[src/rtl/seg_scan_mux.sv]
// Time-multiplexed N-digit 7-segment controller: hex decode, LZ blanking, blink, DP, frame-coherent snapshot.
// All outputs registered (1-cycle latency from scan state); no backpressure, free-running scan.
module seg_scan_mux #(
  parameter int DIGITS       = 4,
  parameter int REFRESH_DIV  = 100000,
  parameter int BLANK_CYC    = 16,
  parameter int BLINK_FRAMES = 64
) (
  input  logic                  clk,
  input  logic                  reset,
  input  logic                  en,
  input  logic [4*DIGITS-1:0]   digits_in,
  input  logic [DIGITS-1:0]     dp_mask,
  input  logic [DIGITS-1:0]     blink_mask,
  input  logic                  lz_blank,
  output logic [6:0]            seg,
  output logic                  dp,
  output logic [DIGITS-1:0]     an,
  output logic                  frame_tick
);

  localparam int SW = $clog2(REFRESH_DIV);
  localparam int IW = $clog2(DIGITS);
  localparam int BW = (BLINK_FRAMES > 1) ? $clog2(BLINK_FRAMES) : 1;
  localparam logic [DIGITS-1:0] ONE = DIGITS'(1);

  logic [SW-1:0]         slot_cnt;
  logic [IW-1:0]         idx;
  logic [BW-1:0]         blink_cnt;
  logic                  blink_phase;
  logic [4*DIGITS-1:0]   dig_s;
  logic [DIGITS-1:0]     dp_s;
  logic [DIGITS-1:0]     blink_s;
  logic                  lz_s;

  logic                  slot_end;
  logic                  frame_end;
  logic                  show;
  logic [3:0]            cur_dig;
  logic [DIGITS-1:0]     lz_sup;

  function automatic logic [6:0] hex7(input logic [3:0] v);
    case (v)
      4'h0:    hex7 = 7'h40;
      4'h1:    hex7 = 7'h79;
      4'h2:    hex7 = 7'h24;
      4'h3:    hex7 = 7'h30;
      4'h4:    hex7 = 7'h19;
      4'h5:    hex7 = 7'h12;
      4'h6:    hex7 = 7'h02;
      4'h7:    hex7 = 7'h78;
      4'h8:    hex7 = 7'h00;
      4'h9:    hex7 = 7'h10;
      4'hA:    hex7 = 7'h08;
      4'hB:    hex7 = 7'h03;
      4'hC:    hex7 = 7'h46;
      4'hD:    hex7 = 7'h21;
      4'hE:    hex7 = 7'h06;
      default: hex7 = 7'h0E;
    endcase
  endfunction

  assign slot_end  = (slot_cnt == SW'(REFRESH_DIV - 1));
  assign frame_end = slot_end && (idx == IW'(DIGITS - 1));
  assign cur_dig   = dig_s[4*idx +: 4];

  // A digit is a leading zero when it and everything above it is zero with no DP lit.
  always_comb begin
    logic upper_zero;
    upper_zero = 1'b1;
    lz_sup     = '0;
    for (int i = DIGITS - 1; i >= 0; i--) begin
      upper_zero = upper_zero && (dig_s[4*i +: 4] == 4'h0) && !dp_s[i];
      lz_sup[i]  = lz_s && (i != 0) && upper_zero;
    end
  end

  assign show = en && (slot_cnt >= SW'(BLANK_CYC))
                   && !(blink_s[idx] && blink_phase)
                   && !lz_sup[idx];

  always_ff @(posedge clk or negedge reset) begin
    if (!reset) begin
      slot_cnt    <= '0;
      idx         <= '0;
      blink_cnt   <= '0;
      blink_phase <= 1'b0;
      dig_s       <= '0;
      dp_s        <= '0;
      blink_s     <= '0;
      lz_s        <= 1'b0;
      an          <= '1;
      seg         <= 7'h7F;
      dp          <= 1'b1;
      frame_tick  <= 1'b0;
    end else begin
      frame_tick <= frame_end;
      slot_cnt   <= slot_end ? '0 : slot_cnt + 1'b1;
      if (slot_end)
        idx <= (idx == IW'(DIGITS - 1)) ? '0 : idx + 1'b1;
      // Snapshot only at frame boundaries so a frame never mixes old and new values.
      if (frame_end) begin
        dig_s   <= digits_in;
        dp_s    <= dp_mask;
        blink_s <= blink_mask;
        lz_s    <= lz_blank;
        if (blink_cnt == BW'(BLINK_FRAMES - 1)) begin
          blink_cnt   <= '0;
          blink_phase <= ~blink_phase;
        end else begin
          blink_cnt <= blink_cnt + 1'b1;
        end
      end
      an  <= show ? ~(ONE << idx) : '1;
      seg <= show ? hex7(cur_dig) : 7'h7F;
      dp  <= show ? ~dp_s[idx] : 1'b1;
    end
  end

endmodule

[config.mk]
export PLATFORM = sky130hd
export DESIGN_NAME = seg_scan_mux
export DESIGN_NICKNAME = d
export VERILOG_FILES = /design/src/rtl/seg_scan_mux.sv
export SDC_FILE = /design/constraint.sdc
export NUM_CORES = 1
export LEC_CHECK = 0
export BUFFER_PORTS_ARGS = -buffer_cell sky130_fd_sc_hd__clkbuf_2
export CORE_MARGIN = 5
export CORE_UTILIZATION = 40
export DETAILED_ROUTE_END_ITERATION = 8
export HOLD_SLACK_MARGIN = 0.06
export PLACE_DENSITY_LB_ADDON = 0.12
export SKIP_LAST_GASP = 1
export SLEW_MARGIN = 20
export SYNTH_ARGS = -nofsm -noshare
export SYNTH_HDL_FRONTEND = slang
export SYNTH_SLANG_ARGS = --single-unit
[constraint.sdc]
create_clock -name clk -period 2.9 [get_ports clk]
set_input_delay 0.29 -clock clk [delete_from_list [all_inputs] [get_ports clk]]
set_output_delay 0.29 -clock clk [all_outputs]
set_load 0.02 [all_outputs]
== Word-level counts from Yosys, hierarchy flattened ==
Memories as Yosys holds them, arrays and structs flattened.
Index checks and enable logic that the tools add are counted.

* $add $sub $neg: 3
* $lt $le $gt $ge: 2
* Equal/unequal tests: 3
* Shift-type cells: 2
* Muxes and demuxes: 12
* Bitwise operators: 3
* Reductions and logical operators: 22

{| class="wikitable"
|+ Operator list
! kind !! count
|-
| $add A17 B1 Y17 const B || 1
|-
| $eq A17 B17 Y1 const B || 1
|-
| $ge A17 B5 Y1 const B || 1
|-
| $mux W17 || 1
|-
| $shiftx A16 B5 Y4 || 1
|-
| $logic_and A1 B1 Y1 || 13
|-
| $logic_not A4 Y1 || 3
|-
| $mux W7 || 1
|-
| $add A6 B1 Y6 const B || 1
|-
| $bmux W1 S2 || 3
|-
| $eq A6 B6 Y1 const B || 1
|-
| $mux W6 || 1
|-
| $logic_not A1 Y1 || 5
|-
| $mux W1 || 4
|-
| $mux W4 || 1
|-
| $not A4 Y4 || 1
|-
| $shl A1 B2 Y4 const A || 1
|-
| $lt A2 B3 Y1 const B || 1
|-
| $add A2 B1 Y2 const B || 1
|-
| $eq A2 B2 Y1 const B || 1
|-
| $mux W2 || 1
|-
| $not A1 Y1 || 2
|-
| $reduce_and A2 Y1 || 1
|}

* Flip-flop bits (word level): 64
* ROM bits: 112
* Bits of input ports: 28
* Output and inout port bits: 13
* Word-level logic and storage cells: 60
* Memories kept: 1

{| class="wikitable"
|+ Memories
! memory !! depth !! width !! read ports !! clocked after Yosys merged registers in !! write ports !! line !! text
|-
| (no name shown) || 16 || 7 || 1 || 0 || 0 || 43 || <nowiki>case (v)</nowiki>
|}

== Longest topological paths before layout ==
* Depth after elaboration: 12
* Depth in mapped cells: 8
* Mapped depth without buffers: 7

== Least setup slack after synthesis ==
Ideal clock, no wire load.

* Path type: register to register
* Start: reg idx[0]
* End: reg seg[5]
* Library setup time: 0.085 ns
* Data arrival time: 1.867 ns
* Required time: 2.815 ns
* Path slack: 0.948 ns
* Stages on the path, launching flop included: 7
* Buffers on the path: 1
* Period minus slack after synthesis: 1.952 ns
* Path through: dfrtp_1 -> buf_6 -> mux4_1 -> ha_1 -> mux2_2 -> a21oi_1 -> nand3_1

* Cells in the longest elaborated chain, start to end: 7
* Elaborated cells on any way between the ends: 12
* Classes of those cells: 1 x shift; 5 x mux; 5 x reduce/logical; 1 x memory

{| class="wikitable"
|+ Ends and longest elaborated chain
! item !! line !! text
|-
| start, declared || 28 || <nowiki>logic [IW-1:0] idx;</nowiki>
|-
| start signal, assigned || 100 || <nowiki>idx <= (idx == IW'(DIGITS - 1)) ? '0 : idx + 1'b1;</nowiki>
|-
| parallel branches: the longest is 6 deep, another holds $mem_v2 Z16 W7 || - ||
|-
| $mux W7 (*) || 115 || <nowiki>seg <= show ? hex7(cur_dig) : 7'h7F;</nowiki>
|-
| end signal, assigned || 115 ||
|-
| end, declared || 16 || <nowiki>output logic [6:0] seg,</nowiki>
|}

Every way passes the cells marked *. The select of a mux whose other input is x is not followed.
A chain may end at the register's enable or synchronous reset.

== Worst setup path after layout ==
* Start: reg idx[0]
* End: reg an[2]

* Cells in the longest elaborated chain, start to end: 7
* Elaborated cells on any way between the ends: 12
* Classes of those cells: 1 x shift; 5 x mux; 1 x bitwise; 5 x reduce/logical

{| class="wikitable"
|+ Ends and longest elaborated chain
! item !! line !! text
|-
| $bmux W1 S2 || 79 || <nowiki>&& !(blink_s[idx] && blink_phase)</nowiki>
|-
| $mux W1 (implied by the code) || 79 ||
|-
| $logic_and A1 B1 Y1 || 79 ||
|-
| $logic_not A1 Y1 || 79 ||
|-
| $logic_and A1 B1 Y1 || 79 ||
|-
| $logic_and A1 B1 Y1 || 80 || <nowiki>&& !lz_sup[idx];</nowiki>
|-
| $mux W4 (*) || 114 || <nowiki>an <= show ? ~(ONE << idx) : '1;</nowiki>
|-
| end signal, assigned || 114 ||
|-
| end, declared || 18 || <nowiki>output logic [DIGITS-1:0] an,</nowiki>
|}

Every way passes the cells marked *; elsewhere a longest branch is shown, timed or not. The select of a mux whose other input is x is not followed.

==> results_dict.tcl <==
set metrics [dict create \
    status "completed" \
    layout.area.seq_um2 1620 \
    synthCells 259 \
    vias 2123 \
    min_path_type "primary input to flip-flop" \
    numCtsBuffers 9 \
    clk_root_buffer_cell "clkbuf_8" \
    syn_area_um2 3220 \
    post_cts_resized 0 \
    finClkSkew_ps 9.85 \
    synth_edf_count 0 \
    multi_input_area_um2 1470 \
    p_per_area_nw_per_um2 540 \
    place_worst_setup_slack_ps 490 \
    critPathArrivalTime_ps 2630 \
    rsz0062_at_grt "false" \
    core_area_um2 7770 \
    start_util_pct 41.4 \
    cts.sinks 64 \
    drt_wl_total_um 6130 \
    post_cts_buffers 0 \
    area_growth_pct 16.5 \
    grt_pass1_wl_um 10600 \
    synth_seq_area_share_pct 50.2 \
    clk_latency_ps 340 \
    clock.fmax_mhz 415 \
    antenna_found_initial 0 \
    drv_cap 0 \
    critPathSlowestCell "a221oi_2" \
    critPathKind "flip-flop to flip-flop" \
    grt_max_degree 36 \
    post-synth-top-count-cell "dfrtp_1" \
    syn_avg_cell_area_um2 12.4 \
    cts_max_level 3 \
    overflow 0 \
    io_buffers 40 \
    slowest_delay_ps 760 \
    diodes 0 \
    ys.warnings.count 0 \
    fin_nets 343 \
    clockBufferDepth 2 \
    grt_usage_pct 13.6 \
    drv_slew 0 \
    ys_async_sr_fraction_pct 100 \
    drt_iter0_markers 108 \
    drc 0 \
    synth_commonest_cells "52 x dfrtp_1, 29 x mux2_2, 22 x nand3_1, 14 x xnor2_1" \
    finalSetupViolations 0 \
    synth_top_area_share_pct 40.4 \
    crit_fanout 12 \
    synth_cell_type_count 50 \
    dr.pass1.iters 4 \
    ys.flop_type "dfrtp_1" \
    die-area_um2 9940 \
    fillers 730 \
    max-slew-margin-rel_pct 43.2 \
    wl_per_cell_um 15.0 \
    rows 32 \
    synth.area.top_cells "dfrtp_1 40%, mux2_2 10%, dfstp_2 9.8%, ha_1 5.1%, xnor2_1 3.8%" \
    dp.final_hpwl_um 4420 \
    ys_seq_elements 64 \
    pin_count 41 \
    crit_path_start_kind "flip-flop" \
    vias_per_cell 5.19 \
    path_clk_slew_ps 70 \
    ant_nets 0 \
    p_leak_nw 1.64 \
    required_ps 3120 \
    finalCritPeriodShare_pct 83.2 \
    die_w_um 99.7 \
    fin_setup_tns_ps 0 \
    path_cells "mux4_1, a221oi_2, nand3_1" \
    hold_viol_final 0 \
    grt_pass1_vias 2113 \
    drive_gt1_share_pct 35.2 \
    tritoncts "built" \
    tightest_slew_ps 853 \
    synth.net_count 300 \
    endpoint_kind "flip-flop" \
    synth_top_cell_by_area "dfrtp_1" \
    vdd_drop_max_uv 318 \
    gp_congestion 0.773 \
    period_needed_ps 2410 \
    setup_ws_ps 488 \
    dieHeight_um 99.7 \
]
[metal layers]
layer | vias to the layer above | track usage (%) | part of all wire, %
met1 | 1032 | 20.3 | 50
met2 | 52 | 18.1 | 43
met4 | 0 | 4.10 | 1.2
met3 | 7 | 5.19 | 5.8
met5 | - | 0 | 0
li1 | 1032 | - | -
[registers in the layout, summed over array words and instances (netlist names)]
name / cells
frame_tick: 1
dig_s: 16
blink_phase: 1
blink_s: 4
dp_s: 4
idx: 2
blink_cnt: 6
dp: 1
lz_s: 1
slot_cnt: 17
an: 4
seg: 7
[critical path, delay by kind of cell (launching register included)]
family | cells | cell delay [ps]
flip-flops | 1 | 650
AO/OA/AOI/OAI | 1 | 760
AND/OR/NAND/NOR | 1 | 200
multiplexers | 1 | 680
[repair_timing]
| item | 4_1_cts | 5_1_grt |
|---|---|---|
| setup endpoints to repair | 0 | 0 |
| hold endpoints to repair | 29 | 0 |
| hold buffers | 1 | 0 |
[power breakdown]
part / internal (W) / switching, W / total [W]
Clock: 0.000599 / 0.000356 / 0.000955
Combinational: 0.0000600 / 0.0000681 / 0.000128
Sequential: 0.000926 / 0.0000144 / 0.000941
Total: 0.00158 / 0.000439 / 0.00202
[kinds of logic after synthesis]
group	share of synthesized area, %
xor+xnor	4.63
buf+inv	3.97
mux	16.8
compound gates	4.47
simple gates	14.8
flops	50.2
fa+ha+maj	5.05
[per-stage QoR]
stage / instance area (µm²) / hold WS (ps) / util [%] / cells / total power (W)
after CTS: 3750 / 157 / 48.3 / 409 / 0.00205
after global placement: 3490 / 422 / 44.9 / 392 / 0.00109
after global routing: 3750 / 150 / 48.3 / 409 / 0.00211
after detailed placement: 3490 / 413 / 44.9 / 392 / 0.00109
after floorplan: 3220 / -5.59 / - / 259 / 0.00103
final: 3750 / 173 / 48.3 / 409 / 0.00202
[area by class of cell]
cell class	instances	share of cell area [%]
clock inverter	6	3.07
inverter	11	1.10
tap	102	3.40
multi-input combinational	173	39.3
timing repair buffer	43	6.34
clock buffer	10	3.67
sequential	64	43.1
[layout by cell type (no fill, tap or decap), types with 4 or more instances in the layout]
cell	Yosys	routed
nor2_1	13	13
nor4_1	4	4
inv_1	11	11
nand2_1	10	10
nor3_1	6	6
and4_1	4	4
dfstp_2	12	12
mux4_1	4	4
mux2i_1	5	5
dfrtp_1	52	52
ha_1	13	13
or4_1	4	4
nand3_1	22	22
nand4_1	7	7
mux2_2	29	29
clkbuf_8	1	10
xnor2_1	14	14
clkbuf_2	1	40
[worst paths after layout]
path | slack (ps) | end | cells past startpoint | start
max | 490 | an[2] | 3 | idx[0]
min | 170 | blink_s[1] | 2 | blink_mask[1]
max reg2reg | 490 | an[2] | 3 | idx[0]
min reg2reg | 480 | blink_cnt[4] | 1 | blink_cnt[4]
max in group asynchronous | 1630 | an[0] | 3 | reset
min in group asynchronous | 560 | dig_s[1] | 2 | reset
(Power assumes the default switching activity.)
